===== config.mk =====
export PLATFORM = sky130hd
export DESIGN_NAME = segment_capture_avalon
export DESIGN_NICKNAME = d
export VERILOG_FILES = /design/src/rtl/segment_pkg.sv /design/src/rtl/segment_digit_filter.sv /design/src/rtl/segment_capture_avalon.sv
export SDC_FILE = /design/constraint.sdc
export NUM_CORES = 1
export LEC_CHECK = 0
export ABC_AREA = 1
export CAP_MARGIN = 20
export CORE_UTILIZATION = 60
export CTS_CLUSTER_SIZE = 28
export DETAILED_ROUTE_END_ITERATION = 16
export GPL_ROUTABILITY_DRIVEN = 0
export HOLD_SLACK_MARGIN = 0.02
export PLACE_DENSITY_LB_ADDON = 0.2
export SLEW_MARGIN = 15
export SYNTH_ARGS = -nofsm -noshare
export SYNTH_HDL_FRONTEND = slang
export SYNTH_HIERARCHICAL = 1
export SYNTH_SLANG_ARGS = --single-unit

===== constraint.sdc =====
create_clock -name clk -period 5.1 [get_ports clk]
set_clock_uncertainty 0.05 [all_clocks]
set_input_delay 1.53 -clock clk [delete_from_list [all_inputs] [get_ports clk]]
set_output_delay 1.53 -clock clk [all_outputs]
set_load 0.1 [all_outputs]

===== src/rtl/segment_pkg.sv =====
// Shared seven-segment definitions for the display capture path: pattern constants,
// register addresses, capture FSM states and the pattern-to-BCD decoder.
package segment_pkg;

    localparam int NUM_DIGITS = 4;

    localparam logic [6:0] SEG_0     = 7'h3F;
    localparam logic [6:0] SEG_1     = 7'h06;
    localparam logic [6:0] SEG_2     = 7'h5B;
    localparam logic [6:0] SEG_3     = 7'h4F;
    localparam logic [6:0] SEG_4     = 7'h66;
    localparam logic [6:0] SEG_5     = 7'h6D;
    localparam logic [6:0] SEG_6     = 7'h7D;
    localparam logic [6:0] SEG_7     = 7'h07;
    localparam logic [6:0] SEG_8     = 7'h7F;
    localparam logic [6:0] SEG_9     = 7'h6F;
    localparam logic [6:0] SEG_BLANK = 7'h00;

    typedef enum logic {
        ADDR_VALUE  = 1'b0,
        ADDR_STATUS = 1'b1
    } addr_e;

    typedef enum logic [1:0] {
        CAPTURE = 2'd0,
        CONVERT = 2'd1,
        PUBLISH = 2'd2
    } state_e;

    // Returns {valid, nibble}; a blank digit reads as zero (leading-zero blanking).
    function automatic logic [4:0] seg_to_bcd(input logic [6:0] seg);
        case (seg)
            SEG_0:     return {1'b1, 4'd0};
            SEG_1:     return {1'b1, 4'd1};
            SEG_2:     return {1'b1, 4'd2};
            SEG_3:     return {1'b1, 4'd3};
            SEG_4:     return {1'b1, 4'd4};
            SEG_5:     return {1'b1, 4'd5};
            SEG_6:     return {1'b1, 4'd6};
            SEG_7:     return {1'b1, 4'd7};
            SEG_8:     return {1'b1, 4'd8};
            SEG_9:     return {1'b1, 4'd9};
            SEG_BLANK: return {1'b1, 4'd0};
            default:   return {1'b0, 4'd0};
        endcase
    endfunction

endpackage


===== src/rtl/segment_digit_filter.sv =====
// Samples the scan bus, counts how long {digits, segments} stays unchanged and emits
// a single accept pulse (with slot index and pattern) once a one-hot digit is stable.
module segment_digit_filter
    import segment_pkg::*;
#(
    parameter int STABLE_CYCLES = 4
) (
    input  logic                  clk,
    input  logic                  reset,
    input  logic [NUM_DIGITS-1:0] i_digits,
    input  logic [6:0]            i_segments,
    output logic                  o_accept,
    output logic [1:0]            o_slot,
    output logic [6:0]            o_seg
);

    localparam int CW = $clog2(STABLE_CYCLES + 2);
    localparam logic [CW-1:0] C_STABLE = CW'(STABLE_CYCLES);
    // Saturating one past the threshold keeps the accept from repeating on a long hold.
    localparam logic [CW-1:0] C_SAT    = CW'(STABLE_CYCLES + 1);

    logic [10:0]   r_samp;
    logic [10:0]   r_prev;
    logic [CW-1:0] r_cnt;
    logic [CW-1:0] w_cnt_nxt;
    logic          w_onehot;
    logic [1:0]    w_slot;

    // Stability counter: restart at one on any change, otherwise count up to saturation.
    always_comb begin
        w_cnt_nxt = r_cnt;
        if (r_samp != r_prev) begin
            w_cnt_nxt = CW'(1);
        end else if (r_cnt != C_SAT) begin
            w_cnt_nxt = r_cnt + CW'(1);
        end else begin
            w_cnt_nxt = r_cnt;
        end
    end

    // One-hot digit select to slot index; anything else is never accepted.
    always_comb begin
        w_onehot = 1'b0;
        w_slot   = 2'd0;
        case (r_samp[10:7])
            4'b0001: begin w_onehot = 1'b1; w_slot = 2'd0; end
            4'b0010: begin w_onehot = 1'b1; w_slot = 2'd1; end
            4'b0100: begin w_onehot = 1'b1; w_slot = 2'd2; end
            4'b1000: begin w_onehot = 1'b1; w_slot = 2'd3; end
            default: begin w_onehot = 1'b0; w_slot = 2'd0; end
        endcase
    end

    // Input sampling, counter state and registered accept outputs.
    always_ff @(posedge clk or negedge reset) begin
        if (!reset) begin
            r_samp   <= 11'd0;
            r_prev   <= 11'd0;
            r_cnt    <= '0;
            o_accept <= 1'b0;
            o_slot   <= 2'd0;
            o_seg    <= 7'd0;
        end else begin
            r_samp   <= {i_digits, i_segments};
            r_prev   <= r_samp;
            r_cnt    <= w_cnt_nxt;
            o_accept <= (w_cnt_nxt == C_STABLE) && w_onehot;
            o_slot   <= w_slot;
            o_seg    <= r_samp[6:0];
        end
    end

endmodule


===== src/rtl/segment_capture_avalon.sv =====
// Captures a scanned 4-digit seven-segment frame, converts it to binary and serves it
// over an Avalon-MM slave. Define SEG_CAPTURE_IRQ_EN to add the irq output (new | error).
module segment_capture_avalon
    import segment_pkg::*;
#(
    parameter int STABLE_CYCLES = 4,
    parameter int DATA_WIDTH    = 16
) (
    input  logic                  clk,
    input  logic                  reset,
    input  logic [NUM_DIGITS-1:0] digits,
    input  logic [6:0]            segments,
    input  logic                  read,
    input  logic                  address,
    output logic [DATA_WIDTH-1:0] readdata,
    output logic                  readdatavalid
`ifdef SEG_CAPTURE_IRQ_EN
    ,
    output logic                  irq
`endif
);

    state_e                  r_state;
    logic [NUM_DIGITS-1:0]   r_mask;
    logic [15:0]             r_slots;
    logic [13:0]             r_acc;
    logic [13:0]             r_value;
    logic [1:0]              r_idx;
    logic                    r_new;
    logic                    r_error;
    logic [DATA_WIDTH-1:0]   r_readdata;
    logic                    r_readdatavalid;

    logic                    w_accept;
    logic [1:0]              w_slot;
    logic [6:0]              w_seg;
    logic [4:0]              w_bcd;
    logic [3:0]              w_digit;
    logic [13:0]             w_acc_nxt;
    logic                    w_val_rd;
    logic                    w_st_rd;
    logic                    w_new_set;
    logic                    w_err_set;

    segment_digit_filter #(
        .STABLE_CYCLES(STABLE_CYCLES)
    ) u_filter (
        .clk        (clk),
        .reset      (reset),
        .i_digits   (digits),
        .i_segments (segments),
        .o_accept   (w_accept),
        .o_slot     (w_slot),
        .o_seg      (w_seg)
    );

    assign w_bcd     = seg_to_bcd(w_seg);
    assign w_digit   = r_slots[{r_idx, 2'b00} +: 4];
    // acc*10 as acc*8 + acc*2; 9999 is the largest result so 14 bits never overflow.
    assign w_acc_nxt = {r_acc[10:0], 3'b000} + {r_acc[12:0], 1'b0} + {10'd0, w_digit};
    assign w_val_rd  = read && (address == ADDR_VALUE);
    assign w_st_rd   = read && (address == ADDR_STATUS);
    assign w_new_set = (r_state == PUBLISH);
    assign w_err_set = (r_state == CAPTURE) && (r_mask != 4'b1111) && w_accept && !w_bcd[4];

    // Capture / convert / publish sequencing with slot storage and the binary accumulator.
    always_ff @(posedge clk or negedge reset) begin
        if (!reset) begin
            r_state <= CAPTURE;
            r_mask  <= 4'b0000;
            r_slots <= 16'd0;
            r_acc   <= 14'd0;
            r_idx   <= 2'd0;
            r_value <= 14'd0;
        end else begin
            case (r_state)
                CAPTURE: begin
                    if (r_mask == 4'b1111) begin
                        r_state <= CONVERT;
                        r_acc   <= 14'd0;
                        r_idx   <= 2'd3;
                    end else if (w_accept) begin
                        if (w_bcd[4]) begin
                            r_slots[{w_slot, 2'b00} +: 4] <= w_bcd[3:0];
                            r_mask[w_slot]                <= 1'b1;
                        end else begin
                            r_mask <= 4'b0000;
                        end
                    end else begin
                        r_mask <= r_mask;
                    end
                end
                CONVERT: begin
                    r_acc <= w_acc_nxt;
                    r_idx <= r_idx - 2'd1;
                    if (r_idx == 2'd0) begin
                        r_state <= PUBLISH;
                    end else begin
                        r_state <= CONVERT;
                    end
                end
                PUBLISH: begin
                    r_value <= r_acc;
                    r_mask  <= 4'b0000;
                    r_state <= CAPTURE;
                end
                default: begin
                    r_state <= CAPTURE;
                    r_mask  <= 4'b0000;
                end
            endcase
        end
    end

    // Sticky status flags; a set in the same cycle as a clearing read wins.
    always_ff @(posedge clk or negedge reset) begin
        if (!reset) begin
            r_new   <= 1'b0;
            r_error <= 1'b0;
        end else begin
            r_new   <= w_new_set | (r_new & ~w_val_rd);
            r_error <= w_err_set | (r_error & ~w_st_rd);
        end
    end

    // Registered Avalon read port, one-cycle fixed latency.
    always_ff @(posedge clk or negedge reset) begin
        if (!reset) begin
            r_readdata      <= '0;
            r_readdatavalid <= 1'b0;
        end else begin
            r_readdatavalid <= read;
            if (w_val_rd) begin
                r_readdata <= DATA_WIDTH'(r_value);
            end else if (w_st_rd) begin
                r_readdata <= DATA_WIDTH'({r_error, r_new});
            end else begin
                r_readdata <= r_readdata;
            end
        end
    end

    assign readdata      = r_readdata;
    assign readdatavalid = r_readdatavalid;

`ifdef SEG_CAPTURE_IRQ_EN
    logic r_irq;

    // Interrupt follows the sticky flags one cycle later.
    always_ff @(posedge clk or negedge reset) begin
        if (!reset) begin
            r_irq <= 1'b0;
        end else begin
            r_irq <= r_new | r_error;
        end
    end

    assign irq = r_irq;
`endif

endmodule


Yosys cells after proc, flatten, opt, wreduce, memory -nomap -nowiden

Index checks and enable logic that the tools add are counted.

Flip-flop bits (word level): 106
Input bits: 15
Output and inout port bits: 17
Word-level logic and storage cells: 99

$add $sub $neg: 5
Magnitude comparators: 2
Eq/ne operators: 24
Shifts and indexed selects: 3
Muxes and demuxes: 21
Bitwise gates (word level): 10
Reduce and logical (&&, ||, !) cells: 18

Operators with widths:

| operator                                              | count |
|---|---|
| one-hot mux 5 bit (10 select lines)                   | 1 |
| == test 7 bit (second input constant)                 | 7 |
| two-way mux 16 bit                                    | 2 |
| one-hot mux 14 bit (2 select lines)                   | 1 |
| bitwise mux 16 bit                                    | 1 |
| variable shift 4 x 6 -> 16 bit (first input constant) | 1 |
| indexed part select 16 x 5 -> 4 bit                   | 1 |
| indexed part select 4 x 6 -> 16 bit                   | 1 |
| adder 14 bit                                          | 1 |
| adder 14 x 4 -> 14 bit                                | 1 |
| == test 7 x 3 -> 1 bit (second input constant)        | 2 |
| two-way mux 14 bit                                    | 1 |
| two-way mux 4 bit                                     | 3 |
| != test 11 bit                                        | 1 |
| == test 4 bit (second input constant)                 | 2 |
| one-hot mux 2 bit (2 select lines)                    | 2 |
| one-hot mux 4 bit (2 select lines)                    | 1 |
| == test 7 x 6 -> 1 bit (second input constant)        | 1 |
| logical AND 1 bit                                     | 7 |
| logical NOT 7 bit                                     | 1 |
| two-way mux 2 bit                                     | 3 |
| two-way mux 3 bit                                     | 2 |
| negation 4 -> 6 bit                                   | 1 |
| one-hot mux 2 bit (3 select lines)                    | 1 |
| 28 further kinds                                      | 38 |

Depth between registers and ports, before layout

Depth after elaboration: 9
Gate-level depth with buffers: 15
Mapped depth without buffers: 13

By module

The synthesis kept the hierarchy.

By module, submodules not included:

| module                 | instances | cells each | area an instance (um2) | sequential area each (um2) |
|---|---|---|---|---|
| segment_capture_avalon | 1         | 491        | 4013.8                 | 1726.7 |
| segment_digit_filter   | 1         | 112        | 1142.3                 | 700.7 |

Worst setup path after synthesis

No wires, ideal clock.

Kind: reg2reg
From: reg r_idx[0]
To: reg r_acc[13]
Setup time: 0.126 ns
Arrival time: 2.514 ns
Data required time: 4.924 ns
Slack: 2.409 ns
Cell stages (with the launch flop): 16
Buffers on the path: 2
Clock period less this slack: 2.691 ns
Cell sequence: dfrtp_1 clkbuf_1 inv_1 buf_2 nand2_1 a32o_1 fa_1 inv_1 ha_1 nand2_1 o21ai_0 nand3_1 nand3_1 nand2_1 nand2_1 o21ai_0

Word-level cells in the longest chain between the ends: 3

Ends and longest elaborated chain:

| what                                | line                         | source |
|---|---|---|
| start: declaration                  | segment_capture_avalon.sv:28 | `logic [1:0] r_idx;` |
| start signal: assignment            | segment_capture_avalon.sv:95 | `r_idx <= r_idx - 2'd1;` |
| indexed part select 16 x 5 -> 4 bit | segment_capture_avalon.sv:58 | `assign w_digit = r_slots[{r_idx, 2'b00} +: 4];` |
| adder 14 x 4 -> 14 bit              | segment_capture_avalon.sv:60 | `assign w_acc_nxt = {r_acc[10:0], 3'b000} + {r_acc[12:0], 1'b0} + {10'd0, w_digit};` |
| one-hot mux 14 bit (2 select lines) | segment_capture_avalon.sv:76 | `case (r_state)` |
| end signal: assignment              | segment_capture_avalon.sv:94 | `r_acc <= w_acc_nxt;` |
| end: declaration                    | segment_capture_avalon.sv:26 | `logic [13:0] r_acc;` |

Every way passes these cells.
A chain may end at the register's enable or synchronous reset.

Worst setup path in the final report

From: reg r_readdata[4], in the netlist readdata[4]
To: out readdata[4]

RTL lines:

| what                     | line                          | source |
|---|---|---|
| start: declaration       | segment_capture_avalon.sv:31  | `logic [DATA_WIDTH-1:0] r_readdata;` |
| start signal: assignment | segment_capture_avalon.sv:134 | `r_readdata <= DATA_WIDTH'(r_value);` |
| start signal: assignment | segment_capture_avalon.sv:136 | `r_readdata <= DATA_WIDTH'({r_error, r_new});` |
| start signal: assignment | segment_capture_avalon.sv:138 | `r_readdata <= r_readdata;` |
| end: declaration         | segment_capture_avalon.sv:15  | `output logic [DATA_WIDTH-1:0] readdata,` |

No word-level cell between the ends.

==> results_dict.tcl <==
set metrics [dict create \
    ys_ff_latch 97 \
    ios 32 \
    grt_pass1_vias 3979 \
    synth.most_common_cell "nand2_1" \
    area_growth_pct 10.2 \
    grtUsageTotal_pct 25.3 \
    core_sq_um 8260 \
    ctsHtreeMaxLevel 3 \
    grt_max_degree 72 \
    min_period_ps 3470 \
    synth-seq-area-share_pct 47.1 \
    power_density_nw_per_um2 243 \
    r2r_slack_ps 2050 \
    max_stage_delay_ps 1140 \
    dr.pass1.iters 6 \
    hp-start "u_filter/r_samp[3]" \
    crit_chain "clkdlybuf4s50_1" \
    die_y_um 94.7 \
    syn_avg_cell_area_sq_um 8.55 \
    drc 0 \
    max_slew_margin_pct 34.5 \
    drive_gt1_share_pct 7.59 \
    crit_fanout 2 \
    die-area_sq_um 8970 \
    synthesis.area_sq_um 5160 \
    worstHoldPathType "flip-flop to flip-flop" \
    fp-row-count 33 \
    cts_tree "built" \
    synthTopCellsByArea "dfrtp_1 (47%), nand2_1 (13%), ha_1 (7.8%)" \
    yosysUniqueCellTypes 40 \
    die_w_um 94.7 \
    first_iter_violations 210 \
    setup.worst_path.class "flip-flop to primary output" \
    peakVddDrop_uv 173 \
    synth-edff-count 0 \
    setup_viol 0 \
    grt_pass1_wl_mm 17.5 \
    min_to "u_filter/r_prev[3]" \
    root_buffer "clkbuf_8" \
    synthTopCellsByCount "nand2_1 (174), dfrtp_1 (97), inv_1 (72)" \
    cts.sinks 97 \
    clk_latency_ps 360 \
    cp_num_cells 1 \
    rsz0062_at_grt "no" \
    fin_crit_sh_pct 68.1 \
    r2r_cells 13 \
    final_antenna_net_count 0 \
    whs_path_depth 0 \
    status "completed" \
    wirelength_mm 10.3 \
    ctsResizeCount 0 \
    cap_violations 0 \
    fin_cells 737 \
    timing.rr.end "r_acc[9]" \
    cp-end-kind "primary output" \
    synth_ff_type "dfrtp_1" \
    cp-start-kind "flip-flop" \
    cp_num_buf_inv 1 \
    hold_slack_ps 342 \
    fin_nets 677 \
    leakage_nw 2.88 \
    fmax_mhz 288 \
    placed_cells 722 \
    ys_warn_count 6 \
    worst_ep_required_time_ps 3520 \
    slew_viol_final 0 \
    syn_inst 603 \
    worst_pin_slew_ps 980 \
    fin_setup_tns_ps 0 \
    netlist.area_leader.share_pct 47.1 \
    overflow 0 \
    hold_violations 0 \
    vias_per_cell 5.38 \
    pre_cts_ws_ps 1530 \
    dr_total_vias 3965 \
    cts_buffer_depth 2 \
    async_flop_share_pct 100 \
    holdBufCountCts 0 \
    clk_pin_slew_ps 100 \
    dp_hpwl_mm 7.88 \
    post-cts-setup-buffers 0 \
    reg2reg_from "r_idx[0]" \
    path_delay_family "buffers and inverters" \
    fin_ws_ps 1630 \
    yosysTopAreaCell "dfrtp_1" \
    io_buffers 29 \
    avgRoutedWirePerCell_um 13.9 \
    antenna_cells 0 \
    worstPathArrival_ps 1890 \
    slowest_stage "clkdlybuf4s50_1" \
    cts_buffers 9 \
    initial_core_util_pct 62.4 \
    antenna_found_initial 0 \
]
how the worst max path moves through the flow:
stage,startpoint,endpoint,slack [ps]
3_3_place_gp,read,r_new,1670
2_1_floorplan,r_idx[0],r_acc[13],2410
3_5_place_dp,read,readdata[11],1530
5_1_grt,readdata[4],readdata[4],1560
4_1_cts,readdata[4],readdata[4],1610
6_report,readdata[4],readdata[4],1630
power by group:
group | leakage, nW | internal [mW] | switching, mW
Combinational | 1.48 | 0.0248 | 0.0581
Sequential | 1.30 | 0.778 | 0.0113
Clock | 0.101 | 0.242 | 0.268
Total | 2.88 | 1.04 | 0.338
registers in the layout, summed over array words and instances (netlist names):
| name | cells |
|---|---|
| r_acc | 14 |
| r_error | 1 |
| r_idx | 2 |
| r_mask | 4 |
| r_new | 1 |
| r_slots | 16 |
| r_state | 2 |
| r_value | 14 |
| readdata | 14 |
| readdatavalid | 1 |
| u_filter/o_accept | 1 |
| u_filter/o_slot | 2 |
| u_filter/r_cnt | 3 |
| u_filter/r_prev | 11 |
| u_filter/r_samp | 11 |
cell usage in the layout, fill, tap and decap left out, drive strengths merged:
cell	synthesis	layout
xnor2	7	7
conb	1	2
o22ai	4	4
nor2	61	61
or2	1	1
fa	2	2
buf	14	2
a22o	10	10
a22oi	1	1
o31ai	2	2
a31oi	2	2
o21ai	39	39
a21oi	23	23
clkinv	0	1
ha	32	32
dfrtp	97	97
a32o	1	1
nand3	26	26
nor3	7	7
bufinv	0	1
a221o	1	1
xor2	3	3
clkbuf	3	10
inv	74	76
clkinvlp	0	1
nand2	181	181
a21boi	1	1
nand3b	1	1
clkdlybuf4s50	0	28
o21bai	2	2
nand4	7	7
routing by layer:
layer	global-route usage, %	vias to the layer above	part of all wire, %
li1	-	1974	-
met1	32.2	1901	46
met2	42.9	76	49
met3	5.56	14	3.4
met4	8.33	0	1.8
met5	0	-	0
final cells by class:
class | count | area [sq um]
inverter | 74 | 280
timing repair buffer | 30 | 295
clock inverter | 5 | 62.6
sequential | 97 | 2430
clock buffer | 10 | 138
multi-input combinational | 416 | 2350
tap | 105 | 131
fill | 668 | 2580
cell families after synthesis:
family                   after synthesis  synth area share [%]
AO/OA/AOI/OAI                         86                  10.0
XOR/XNOR                              10                  1.70
buffers and inverters                 91                  7.50
AND/OR/NAND/NOR                      284                  25.1
adder cells (fa/ha/maj)               34                  8.54
other                                  1                0.0727
flip-flops                            97                  47.1
metrics by stage:
stage                     utilization (%)  area [sq um]  power (mW)
after floorplan                         -          5160       0.856
after global placement               66.4          5480       0.885
after detailed placement             66.4          5480       0.889
after CTS                            68.8          5680        1.39
after global routing                 68.8          5680        1.44
final                                68.8          5680        1.38
No activity file was read; power rests on OpenSTA's default activity.
